### src/rtl/vc_domain_pipe_reg_pkg.sv
// ---------------------------------------------------------------------------
// vc_domain_pipe_reg_pkg
//   Shared definitions for the domain-tagged elastic register chain.
//   - DOMAIN_L / DOMAIN_H : 1-bit security domain encodings
//   - dom_match()         : decode of "this entry is scrubbed by the flush"
// ---------------------------------------------------------------------------
package vc_domain_pipe_reg_pkg;

  localparam logic DOMAIN_L = 1'b0;
  localparam logic DOMAIN_H = 1'b1;

  // True when a flush is active and the entry's tag selects the flushed domain.
  function automatic logic dom_match(input logic flush,
                                     input logic dom,
                                     input logic flush_domain);
    return flush && ((dom == DOMAIN_H) == (flush_domain == DOMAIN_H));
  endfunction

endpackage

### src/rtl/vc_domain_pipe_stage.sv
// ---------------------------------------------------------------------------
// vc_domain_pipe_stage
//   One slot of the elastic chain: valid bit, domain tag and data word.
//   Ports:
//     clk, reset      : clock, synchronous active-low reset
//     up_load         : upstream entry transfers into this slot this cycle
//     up_dom, up_data : tag and data of the upstream entry
//     dn_ready        : the slot downstream can take our entry this cycle
//     kill            : this slot's entry belongs to the domain being flushed
//     val, dom, data  : registered slot contents
//     adv             : our entry moves downstream this cycle
// ---------------------------------------------------------------------------
module vc_domain_pipe_stage
  import vc_domain_pipe_reg_pkg::*;
#(
  parameter int                 p_nbits       = 32,
  parameter logic [p_nbits-1:0] p_reset_value = '0
) (
  input  logic               clk,
  input  logic               reset,
  input  logic               up_load,
  input  logic               up_dom,
  input  logic [p_nbits-1:0] up_data,
  input  logic               dn_ready,
  input  logic               kill,
  output logic               val,
  output logic               dom,
  output logic [p_nbits-1:0] data,
  output logic               adv
);

  // A killed entry is never handed downstream.
  assign adv = val && !kill && dn_ready;

  // A refill from upstream wins over a kill: the killed slot is vacated and
  // may be reoccupied by the other domain in the same cycle. A slot that is
  // only advanced keeps its stale data; only a kill scrubs it.
  always_ff @(posedge clk) begin
    if (!reset) begin
      val  <= 1'b0;
      dom  <= DOMAIN_L;
      data <= p_reset_value;
    end else if (up_load) begin
      val  <= 1'b1;
      dom  <= up_dom;
      data <= up_data;
    end else if (kill) begin
      val  <= 1'b0;
      dom  <= DOMAIN_L;
      data <= p_reset_value;
    end else if (adv) begin
      val  <= 1'b0;
    end
  end

endmodule

### src/rtl/vc_domain_pipe_reg.sv
// ---------------------------------------------------------------------------
// vc_domain_pipe_reg
//   Elastic p_depth-stage register chain with val/rdy handshake at each end.
//   Every entry carries a 1-bit domain tag; flush scrubs all entries of
//   flush_domain in the same cycle.
//   Ports:
//     clk, reset                   : clock, synchronous active-low reset
//     in_val, in_rdy               : producer handshake
//     in_domain, in_msg            : tag and message of the producer entry
//     out_val, out_rdy             : consumer handshake
//     out_domain, out_msg          : last-stage tag and data (qualify w/ out_val)
//     flush, flush_domain          : scrub request and domain to scrub
//     occupancy                    : registered count of valid stages
// ---------------------------------------------------------------------------
module vc_domain_pipe_reg
  import vc_domain_pipe_reg_pkg::*;
#(
  parameter int                 p_nbits       = 32,
  parameter int                 p_depth       = 2,
  parameter logic [p_nbits-1:0] p_reset_value = '0
) (
  input  logic                         clk,
  input  logic                         reset,
  input  logic                         in_val,
  output logic                         in_rdy,
  input  logic                         in_domain,
  input  logic [p_nbits-1:0]           in_msg,
  output logic                         out_val,
  input  logic                         out_rdy,
  output logic                         out_domain,
  output logic [p_nbits-1:0]           out_msg,
  input  logic                         flush,
  input  logic                         flush_domain,
  output logic [$clog2(p_depth+1)-1:0] occupancy
);

  localparam int LAST  = p_depth - 1;
  localparam int OCC_W = $clog2(p_depth + 1);

  logic [p_depth-1:0] val, dom, kill, ev, ready, adv, load, val_nxt;
  logic [p_nbits-1:0] data [p_depth];
  logic               in_kill;
  logic [OCC_W-1:0]   occ_nxt;

  // ev = entry that survives this cycle's flush
  always_comb begin
    kill = '0;
    ev   = '0;
    for (int i = 0; i < p_depth; i++) begin
      kill[i] = dom_match(flush, dom[i], flush_domain);
      ev[i]   = val[i] && !kill[i];
    end
  end

  // Ready chain, evaluated from the output back to the input. A slot is
  // ready for its upstream neighbour when it is empty after kills or its own
  // entry moves on, which gives full throughput across the whole chain.
  always_comb begin
    ready       = '0;
    ready[LAST] = out_rdy;
    for (int i = LAST - 1; i >= 0; i--) begin
      ready[i] = !ev[i+1] || ready[i+1];
    end
  end

  assign in_rdy  = !ev[0] || ready[0];
  // A producer entry of the flushed domain is handshaken but dropped.
  assign in_kill = dom_match(flush, in_domain, flush_domain);

  for (genvar i = 0; i < p_depth; i++) begin : g_stage
    logic               up_dom_i;
    logic [p_nbits-1:0] up_data_i;

    if (i == 0) begin : g_head
      assign load[i]   = in_val && in_rdy && !in_kill;
      assign up_dom_i  = in_domain;
      assign up_data_i = in_msg;
    end else begin : g_body
      assign load[i]   = adv[i-1];
      assign up_dom_i  = dom[i-1];
      assign up_data_i = data[i-1];
    end

    vc_domain_pipe_stage #(
      .p_nbits       (p_nbits),
      .p_reset_value (p_reset_value)
    ) u_stage (
      .clk      (clk),
      .reset    (reset),
      .up_load  (load[i]),
      .up_dom   (up_dom_i),
      .up_data  (up_data_i),
      .dn_ready (ready[i]),
      .kill     (kill[i]),
      .val      (val[i]),
      .dom      (dom[i]),
      .data     (data[i]),
      .adv      (adv[i])
    );
  end

  assign out_val    = ev[LAST];
  assign out_domain = dom[LAST];
  assign out_msg    = data[LAST];

  // Occupancy tracks the valid bits as they will be after this edge.
  always_comb begin
    val_nxt = '0;
    occ_nxt = '0;
    for (int i = 0; i < p_depth; i++) begin
      val_nxt[i] = load[i] || (val[i] && !adv[i] && !kill[i]);
      occ_nxt    = occ_nxt + OCC_W'(val_nxt[i]);
    end
  end

  always_ff @(posedge clk) begin
    if (!reset) occupancy <= '0;
    else        occupancy <= occ_nxt;
  end

endmodule

### config.mk
export PLATFORM = sky130hd
export DESIGN_NAME = vc_domain_pipe_reg
export DESIGN_NICKNAME = d
export VERILOG_FILES = /design/src/rtl/vc_domain_pipe_reg_pkg.sv /design/src/rtl/vc_domain_pipe_stage.sv /design/src/rtl/vc_domain_pipe_reg.sv
export SDC_FILE = /design/constraint.sdc
export NUM_CORES = 1
export LEC_CHECK = 0
export BUFFER_PORTS_ARGS = -buffer_cell sky130_fd_sc_hd__buf_4
export CAP_MARGIN = 10
export CORE_MARGIN = 4
export CORE_UTILIZATION = 56
export DETAILED_ROUTE_END_ITERATION = 10
export PLACE_DENSITY = 0.84
export SETUP_SLACK_MARGIN = 0.5
export SLEW_MARGIN = 40
export SYNTH_ARGS = -nofsm -noshare
export SYNTH_HDL_FRONTEND = slang
export SYNTH_HIERARCHICAL = 1
export SYNTH_SLANG_ARGS = --single-unit
### constraint.sdc
create_clock -name clk -period 2.95 [get_ports clk]
set_input_delay 0.295 -clock clk [delete_from_list [all_inputs] [get_ports clk]]
set_output_delay 0.295 -clock clk [all_outputs]
set_load 0.01 [all_outputs]
==> results.sh <==
export IMPL_synth_top_area_share_pct=47.1
export IMPL_ios=76
export IMPL_worst_slack_ns=0.932
export IMPL_finalClockSkew_ns=0.00508
export IMPL_synth_adder_area_share_pct=0.421
export IMPL_final_setup_viol_count=0
export IMPL_start_util_pct=57.8
export IMPL_timing_hold_ws_ns=0.198
export IMPL_cts_buffer_depth=2
export IMPL_post_place_cells=440
export IMPL_synthCells=321
export IMPL_r2r_start="g_stage[1].u_stage/dom"
export IMPL_core_area_um2=5140
export IMPL_nNetsFinal=421
export IMPL_cp_startpoint="g_stage[1].u_stage/dom"
export IMPL_wl_mm=6.26
export IMPL_fp_dieArea_um2=6540
export IMPL_hold_buffers=0
export IMPL_ant_nets=0
export IMPL_die_y_um=80.9
export IMPL_cp_start_kind="flip-flop"
export IMPL_cts_sinks=70
export IMPL_viasPerCell=5.27
export IMPL_muxShareOfSynthArea_pct=0
export IMPL_crit_path_end_kind="flip-flop"
export IMPL_yosysWarningCount=6
export IMPL_synth_distinct_cells=25
export IMPL_drv_cap=0
export IMPL_postSynthAreaPerCell_um2=9.26
export IMPL_synth_ff_latch_count=70
export IMPL_async_reset_ff_share_pct=0
export IMPL_crit_path_max_fanout=54
export IMPL_num_vias=2403
export IMPL_gr_total_overflow=0
export IMPL_wl_per_cell_um=13.7
export IMPL_synth_cell_area_um2=2970
export IMPL_cts_tree="yes"
export IMPL_grt_total_usage_pct=20.4
export IMPL_post_dp_hpwl_mm=3.97
export IMPL_cts_root_buffer="clkbuf_8"
export IMPL_syn2layout_area_growth_pct=21.8
export IMPL_rows=26
export IMPL_io_buffers=75
export IMPL_clk_latency_ns=0.33
export IMPL_fin_setup_tns_ns=0
export IMPL_grt_pass1_vias=2380
export IMPL_layout_cells_non_filler=456
export IMPL_yosys_area_share_simple_pct=28.7
export IMPL_place_congestion=0.772
export IMPL_htree_levels=3
export IMPL_worst_pin_slew_ns=0.582
export IMPL_rr_worst_depth=7
export IMPL_grt_setup_unrepaired="no"
export IMPL_cts_made_buffers=9
export IMPL_criticalPathCategory="reg -> reg"
export IMPL_drc=0
export IMPL_outcome="completed"
export IMPL_critPathArrivalTime_ns=2.21
export IMPL_cts_setup_buffers=0
export IMPL_grt_max_degree=68
export IMPL_slew_headroom_pct=61.2
export IMPL_diodes=0
export IMPL_synth_compound_area_share_pct=15.4
export IMPL_fin_crit_sh_pct=68.4
export IMPL_die_w_um=80.9
export IMPL_drive_above_1_share_pct=29.8
export IMPL_grt_pass1_wl_mm=10.6
export IMPL_synth_largest_area_cell="dfxtp_1"
export IMPL_ys_flop_type="dfxtp_1"
export IMPL_reg2reg_slack_ns=0.93
export IMPL_power_density_nw_per_um2=549
export IMPL_dr_pass1_iters=4
export IMPL_endpoint="g_stage[1].u_stage/data[24]"
export IMPL_max_freq_mhz=495
export IMPL_ys_top_cells_by_area="dfxtp_1, nand2b_1, nand3_1"
export IMPL_hold_class="in -> reg"
export IMPL_finalWorstPathRequiredPeriod_ns=2.02
export IMPL_leakage_uw=0.00140
export IMPL_worstReg2RegEnd="g_stage[1].u_stage/data[24]"
export IMPL_synth_fp_nets=361
export IMPL_drv_slew=0
export IMPL_dp_slack_ns=0.843
export IMPL_ir_worst_vdd_mv=0.335
export IMPL_hold_viol=0
export IMPL_synth_edff_count=0
export IMPL_path_clk_slew_ns=0.07
export IMPL_crit_required_ns=3.14
export IMPL_synth_xor_area_share_pct=0.884
export IMPL_drt_initial_drc_count=199
export IMPL_synth_top_family_by_area="simple AND/OR/NAND/NOR gates"
export IMPL_synth_seq_area_share_pct=47.1
export IMPL_post_cts_resized=0
export IMPL_antenna_found_initial=0
[power by group]
group	total [uW]	leakage, uW	switching [uW]	internal [uW]
Clock	772	0.000106	339	433
Sequential	1000	0.000570	19.4	982
Combinational	215	0.000721	116	99.9
[worst max-delay path: stages (launching register included)]
cell,delay [ns]
dfxtp_1,0.38
xnor2_1,0.15
a21bo_1,0.19
or2_1,0.13
and3b_2,0.34
buf_4,0.44
nand2b_1,0.16
o21ai_0,0.07
[synth_stat cells, types with 3 or more instances]
library cell  number
xnor2_1            3
o21ai_0            6
clkbuf_1           6
buf_4              4
o21ai_2           18
nand2b_1          66
nand3_1           66
buf_2              6
dfxtp_1           70
and2_1             4
buf_6             12
o21ai_1           42
[stage by stage]
stage / utilization [%] / area (um^2) / total power [uW]
after floorplan: - / 2970 / 1180
after global placement: 66.6 / 3420 / 1230
after detailed placement: 66.6 / 3420 / 1240
after CTS: 70.5 / 3620 / 2010
after global routing: 70.5 / 3620 / 2080
final: 70.5 / 3620 / 1990
[logic make-up after synthesis]
kind of cell	count (synthesis)
adders and majority gates	1
AOI/OAI and AO/OA	73
buffers and inverters	29
and+or+nand+nor	145
DFF	70
xor gates and xnor gates	3
[sequential cells by signal (all words and copies together), names as in the netlist]
name and cells:
g_stage.u_stage/data 64, g_stage.u_stage/dom 2, g_stage.u_stage/val 2, occupancy 2
[worst min-delay path by stage]
stage                                     from                           to  slack [ns]  cells past startpoint
global route                        in_msg[21]  g_stage[0].u_stage/data[21]        0.18                      3
detailed placement  g_stage[1].u_stage/data[4]   g_stage[1].u_stage/data[4]        0.45                      2
CTS                                 in_msg[28]  g_stage[0].u_stage/data[28]        0.18                      3
floorplan                                reset                 occupancy[1]        0.42                      1
finish                               in_msg[7]   g_stage[0].u_stage/data[7]        0.20                      3
global placement    g_stage[1].u_stage/data[7]   g_stage[1].u_stage/data[7]        0.45                      2
[area by class of cell]
| cell class | instances | area [um^2] |
|---|---|---|
| flip-flops and latches | 70 | 1400 |
| clock inverters | 4 | 45.0 |
| fillers | 421 | 1520 |
| well taps | 70 | 87.6 |
| inverters | 1 | 3.75 |
| clock buffers | 12 | 155 |
| multi-input cells | 222 | 1350 |
| repair buffers | 77 | 578 |
[cell usage in the layout, fill, tap and decap left out, drive strengths merged]
master / instances
xnor2: 3
clkbuf: 12
o2bb2ai: 1
o21bai: 1
clkinv: 3
and3b: 2
o21ai: 66
nand3: 66
and2: 5
a21boi: 1
inv: 1
ha: 1
bufinv: 1
nand2b: 68
dfxtp: 70
a21bo: 2
o21a: 2
or2: 1
or3: 1
nor3b: 2
buf: 77
[layer usage]
layer / vias to the layer above / GRT usage [%] / part of all wire (%)
li1: 1214 / - / -
met5: - / 0 / 0
met1: 1128 / 26.1 / 46
met4: 0 / 8.61 / 1.1
met3: 9 / 4.88 / 4.8
met2: 52 / 32.8 / 48
Power figures use the tool's default switching activity.
